$ cat src/rtl/uart_pkg.sv
// Shared UART definitions, used by both the receiver and the transmitter.
// Holds the default frame geometry and the receiver state encoding.
// There are no ports, because this file is a package.
package uart_pkg;

  // Default data bits per frame and default sample ticks per bit period.
  localparam int DATA_BITS_DEF = 8;
  localparam int OSR_DEF       = 16;

  // Receiver state encoding. It is kept as plain constants so that older
  // tools and the transmitter can share the same values.
  typedef logic [2:0] uart_state_t;

  localparam uart_state_t ST_IDLE      = 3'd0;
  localparam uart_state_t ST_START     = 3'd1;
  localparam uart_state_t ST_DATA      = 3'd2;
  localparam uart_state_t ST_STOP      = 3'd3;
  localparam uart_state_t ST_WAIT_HIGH = 3'd4;

endpackage

$ cat src/rtl/sync2.sv
// Two-flop synchronizer for a single asynchronous input bit.
// Ports:
//   clk - destination clock
//   rst - asynchronous reset, active low; both flops load RESET_VAL
//   d   - asynchronous input
//   q   - synchronized output
module sync2 #(
  parameter logic RESET_VAL = 1'b1
) (
  input  logic clk,
  input  logic rst,
  input  logic d,
  output logic q
);

  logic meta;

  // The first flop may go metastable. The second flop gives it a full
  // cycle to settle before anything downstream uses the value.
  always_ff @(posedge clk or negedge rst) begin
    if (!rst) begin
      meta <= RESET_VAL;
      q    <= RESET_VAL;
    end else begin
      meta <= d;
      q    <= meta;
    end
  end

endmodule

$ cat src/rtl/uart_rx_oversample.sv
// Oversampling UART receiver (8N1 style, DATA_BITS data bits, one stop bit).
// The line is sampled on an external tick (bclk_en) that runs at OSR x baud.
// Ports:
//   clk          - system clock
//   rst          - asynchronous reset, active low
//   bclk_en      - one-clk sample tick at OSR x baud
//   rxd          - asynchronous serial line, idle high
//   rx_data      - last correctly framed word
//   rx_valid     - one-clk pulse when rx_data updates
//   rx_frame_err - one-clk pulse when the stop bit is sampled low
//   rx_busy      - high whenever the receiver is not idle
module uart_rx_oversample
  import uart_pkg::*;
#(
  parameter int DATA_BITS = DATA_BITS_DEF,
  parameter int OSR       = OSR_DEF
) (
  input  logic                 clk,
  input  logic                 rst,
  input  logic                 bclk_en,
  input  logic                 rxd,
  output logic [DATA_BITS-1:0] rx_data,
  output logic                 rx_valid,
  output logic                 rx_frame_err,
  output logic                 rx_busy
);

  localparam int TW = $clog2(OSR);
  localparam int BW = $clog2(DATA_BITS + 1);

  localparam logic [TW-1:0] TICK_MID  = TW'(OSR / 2 - 1);
  localparam logic [TW-1:0] TICK_LAST = TW'(OSR - 1);
  localparam logic [BW-1:0] BIT_LAST  = BW'(DATA_BITS - 1);

  uart_state_t          state;
  logic [TW-1:0]        tick_cnt;
  logic [BW-1:0]        bit_cnt;
  logic [DATA_BITS-1:0] shift_reg;
  logic                 rxd_s;

  // The line idles high, so the synchronizer resets to 1. This prevents a
  // false start bit from being seen right after reset.
  sync2 #(.RESET_VAL(1'b1)) u_sync (
    .clk (clk),
    .rst (rst),
    .d   (rxd),
    .q   (rxd_s)
  );

  // The FSM and its counters advance only on sample ticks. The output
  // pulses default low every clk, so each pulse is exactly one cycle wide.
  // The start bit is checked half a bit after the falling edge. Every later
  // bit is then sampled one full bit period after the previous one, which
  // places each sample near the middle of its bit.
  always_ff @(posedge clk or negedge rst) begin
    if (!rst) begin
      state        <= ST_IDLE;
      tick_cnt     <= '0;
      bit_cnt      <= '0;
      shift_reg    <= '0;
      rx_data      <= '0;
      rx_valid     <= 1'b0;
      rx_frame_err <= 1'b0;
    end else begin
      rx_valid     <= 1'b0;
      rx_frame_err <= 1'b0;
      if (bclk_en) begin
        case (state)
          ST_IDLE: begin
            if (!rxd_s) begin
              state    <= ST_START;
              tick_cnt <= '0;
            end
          end
          ST_START: begin
            if (tick_cnt == TICK_MID) begin
              tick_cnt <= '0;
              if (rxd_s) begin
                state <= ST_IDLE;
              end else begin
                state   <= ST_DATA;
                bit_cnt <= '0;
              end
            end else begin
              tick_cnt <= tick_cnt + TW'(1);
            end
          end
          ST_DATA: begin
            if (tick_cnt == TICK_LAST) begin
              tick_cnt  <= '0;
              shift_reg <= {rxd_s, shift_reg[DATA_BITS-1:1]};
              bit_cnt   <= bit_cnt + BW'(1);
              if (bit_cnt == BIT_LAST) begin
                state <= ST_STOP;
              end
            end else begin
              tick_cnt <= tick_cnt + TW'(1);
            end
          end
          ST_STOP: begin
            // A start edge that lands on this tick is left for IDLE,
            // which checks the line again on the next tick.
            if (tick_cnt == TICK_LAST) begin
              tick_cnt <= '0;
              if (rxd_s) begin
                rx_data  <= shift_reg;
                rx_valid <= 1'b1;
                state    <= ST_IDLE;
              end else begin
                rx_frame_err <= 1'b1;
                state        <= ST_WAIT_HIGH;
              end
            end else begin
              tick_cnt <= tick_cnt + TW'(1);
            end
          end
          ST_WAIT_HIGH: begin
            // A line held low (a break) must release before the receiver
            // re-arms, so the break reports only one framing error.
            if (rxd_s) begin
              state <= ST_IDLE;
            end
          end
          default: begin
            state    <= ST_IDLE;
            tick_cnt <= '0;
          end
        endcase
      end
    end
  end

  assign rx_busy = (state != ST_IDLE);

endmodule

$ cat config.mk
export PLATFORM = sky130hd
export DESIGN_NAME = uart_rx_oversample
export DESIGN_NICKNAME = d
export VERILOG_FILES = /design/src/rtl/uart_pkg.sv /design/src/rtl/sync2.sv /design/src/rtl/uart_rx_oversample.sv
export SDC_FILE = /design/constraint.sdc
export NUM_CORES = 1
export LEC_CHECK = 0
export ABC_AREA = 1
export CORE_MARGIN = 2
export CORE_UTILIZATION = 55
export DETAILED_ROUTE_END_ITERATION = 12
export HOLD_SLACK_MARGIN = 0.03
export PLACE_DENSITY = 0.74
export REMOVE_ABC_BUFFERS = 1
export SETUP_SLACK_MARGIN = 0.5
export SYNTH_ARGS = -nofsm -noshare
export SYNTH_HDL_FRONTEND = slang
export SYNTH_SLANG_ARGS = --single-unit
$ cat constraint.sdc
create_clock -name clk -period 3.5 [get_ports clk]
set_input_delay 0.875 -clock clk [delete_from_list [all_inputs] [get_ports clk]]
set_output_delay 0.875 -clock clk [all_outputs]
set_load 0.01 [all_outputs]
==> out/metrics.cfg <==
[power]
share_seq_of_total_power=0.452
clock_share_of_power=0.311
power_density_mw_per_mm2=530.9
p_sw_frac=0.3257
net_switching_power_figure_w=0.0003044
total_leakage_power_nw=0.8529
ir_drop_v=0.0006043
p_int_w=0.0006302
combinationalPowerShare=0.238

[routing]
drtPass1Iterations=6
route.antenna.remaining_nets=0
via_count=1123
totalWireLength_um=2594
drt_drc_violations_left=0
avgRoutedWirePerCell_um=11.84
viasPerCell=5.128
dr.first_iter.drc_count=26

[place]
dp_hpwl_um=1923
routabilityCongestion=0.7790
pre_cts_ws_ps=1255
port-buffer-count=14
place_inst=211
place_area_mm2=0.001674

[clock_tree]
cts_setup_buffers=0
tritoncts=done
htree_levels=2
clkSinkCount=31
tritoncts.num_buffers=5
cts_hold_repair.buffers=0
ctsLongestPathBuffers=2
clk_transition_reported_paths_ps=90
cts.repair.resized=0
worstSkewPairLatency_ps=330
clock_tree.root_cell=sky130_fd_sc_hd__clkbuf_4

[floorplanning]
boundaryPins=15
fp.dieH_um=56.40
die-area_mm2=0.003181
initial_utilization=0.5622
placementRows=19
floorplan.core_area_mm2=0.002686
die_width_um=56.40

[hold_path]
min-delay-start=u_sync.meta$_DFF_PN1_
worstHoldPathCells=0
min_to=u_sync.q$_DFF_PN1_
min-delay-path-class=reg -> reg

[setup_path]
worst_setup_path_end_kind=output pin
cp_data_arrival_time_ps=1530
timing.reg2reg.worst_path_depth=6
crit-reg2reg-capture=state[2]$_DFFE_PN0P_
worst_setup_path_category=reg -> out
setup.reg_to_reg.worst_slack_ps=1940
worst_setup_path_start_kind=register
worst-endpoint-required_ps=2620
r2r_start=tick_cnt[1]$_DFFE_PN0P_
path_max_fanout=7

[timing]
rsz0062_at_grt=false
layout_setup_ws_ps=1099
report.final.slew_viol_count=0
final_skew_ps=5.610
min_period_over_period=0.6861
worst-slew-pin-transition_ps=386.2
timing.setup.tns_ps=0
fmax_ghz=0.4164
hold_violations=0
fin_crit_ps=2401
setup_viol=0
worst_slew_slack_as_a_fraction_of_its_limit=0.7425

[final_layout]
count_of_nets_after_finishing=193
diodes=0
final_cell_count_no_fill=219
proportion_of_layout_cells_with_a_drive_suffix_above_1=0.1915
commonest_non_fill_non_tap_cells_in_the_layout=58 x sky130_fd_sc_hd__nand2_1, 29 x sky130_fd_sc_hd__dfrtp_1, 18 x sky130_fd_sc_hd__inv_1
layout_commonest_cell=sky130_fd_sc_hd__nand2_1
fin_area_mm2=0.001760
area_growth_from_synthesis_to_layout_pct=16.57
final_core_util=0.6553

[synth]
syn_inst=167
netlist_area_mm2=0.001510
synth_sequential_area_ratio=0.5153
synth.distinct_cells=24
synth_seq_cells=31
number_of_warnings_issued_by_yosys=0
syn_area_per_cell_um2=9.043

[grt]
vias_in_the_first_global_route=1124
grt_usage=0.1948
grt_first_pass_wirelength_um=4719
grt_start_max_net_pins=32
antenna_found_initial=0
grt-ovfl-total=0

[status]
status=finished, final reports clean

[job]
cap_viol_max_count=0

-- cell usage after synthesis --
cell | n | area, µm²
sky130_fd_sc_hd__nand2_1 | 58 | 217.7
sky130_fd_sc_hd__dfrtp_1 | 29 | 725.7
sky130_fd_sc_hd__inv_1 | 18 | 67.56
sky130_fd_sc_hd__o21ai_2 | 15 | 131.4
sky130_fd_sc_hd__nand3_1 | 9 | 45.04
sky130_fd_sc_hd__nor2_1 | 6 | 22.52
sky130_fd_sc_hd__o21ai_0 | 6 | 30.03
sky130_fd_sc_hd__a21oi_1 | 3 | 15.01
sky130_fd_sc_hd__buf_6 | 2 | 22.52
sky130_fd_sc_hd__dfstp_2 | 2 | 52.55
sky130_fd_sc_hd__ha_1 | 2 | 25.02
sky130_fd_sc_hd__inv_2 | 2 | 7.510
sky130_fd_sc_hd__nand3_4 | 2 | 35.03
sky130_fd_sc_hd__nor2_2 | 2 | 12.51
sky130_fd_sc_hd__o22ai_1 | 2 | 12.51
sky130_fd_sc_hd__nand2_4 | 1 | 11.26
sky130_fd_sc_hd__nand3_2 | 1 | 10.01
sky130_fd_sc_hd__nand4_1 | 1 | 6.260
sky130_fd_sc_hd__nor2_4 | 1 | 11.26
sky130_fd_sc_hd__nor2_8 | 1 | 20.02
sky130_fd_sc_hd__nor3_1 | 1 | 5.000
sky130_fd_sc_hd__or2_0 | 1 | 6.260
sky130_fd_sc_hd__xnor2_1 | 1 | 8.760
sky130_fd_sc_hd__xor2_1 | 1 | 8.760
-- cells by family (layout without fill, tap and decap cells) --
group / Yosys count / in the layout / synth area share
buf+inv: 22 / 43 / 0.06462
fa+ha+maj: 2 / 2 / 0.01657
xor+xnor: 2 / 2 / 0.01160
simple gates: 84 / 84 / 0.2668
compound gates: 26 / 26 / 0.1251
flops: 31 / 31 / 0.5153
-- per-stage QoR --
stage / hold slack (ps) / total power (W)
final: 362.9 / 0.0009345
after global routing: 366.8 / 0.001001
after CTS: 367.1 / 0.0009481
after detailed placement: 348.5 / 0.0006514
after global placement: 347.3 / 0.0006429
after floorplan: 345.2 / 0.0005854
-- power groups by stage --
stage               Sequential, W  Combinational (W)  Clock [W]
global placement         0.000426           0.000217          0
floorplan                0.000420           0.000165          0
finish                   0.000422           0.000222   0.000290
global route             0.000427           0.000258   0.000317
detailed placement       0.000428           0.000223          0
CTS                      0.000421           0.000224   0.000303
-- metal layers --
| layer | share of wire | vias up | global-route usage |
|---|---|---|---|
| li1 | - | 570 | - |
| met1 | 0.45 | 526 | 0.2246 |
| met2 | 0.48 | 21 | 0.3261 |
| met3 | 0.051 | 6 | 0.08295 |
| met4 | 0.015 | 0 | 0.06463 |
| met5 | 0 | - | 0 |
-- how the worst max path moves through the flow --
stage	startpoint	end	slack, ps	cells after the start
finish	state[2]$_DFFE_PN0P_	rx_busy	1100	3
floorplan	bclk_en	bit_cnt[0]$_DFFE_PN0P_	1930	5
global route	state[2]$_DFFE_PN0P_	rx_busy	1000	3
detailed placement	bclk_en	rx_data[1]$_DFFE_PN0P_	1260	6
global placement	bclk_en	rx_data[5]$_DFFE_PN0P_	1270	6
CTS	state[0]$_DFFE_PN0P_	rx_busy	1080	3
-- worst max-delay path: stages, from the launching register on --
cell and delay (ps):
sky130_fd_sc_hd__dfrtp_1 490, sky130_fd_sc_hd__nor2_1 90, sky130_fd_sc_hd__nand2_1 90, sky130_fd_sc_hd__clkdlybuf4s50_1 530
-- layout make-up --
type | instances | area (µm²)
Fill cell | 214 | 925.9
Multi-Input combinational cell | 114 | 634.4
Timing Repair Buffer | 15 | 147.6
Clock buffer | 6 | 51.30
Clock inverter | 2 | 35.03
Inverter | 20 | 75.07
Tap cell | 31 | 38.79
Sequential cell | 31 | 778.2
Power figures use the tool's default switching activity.
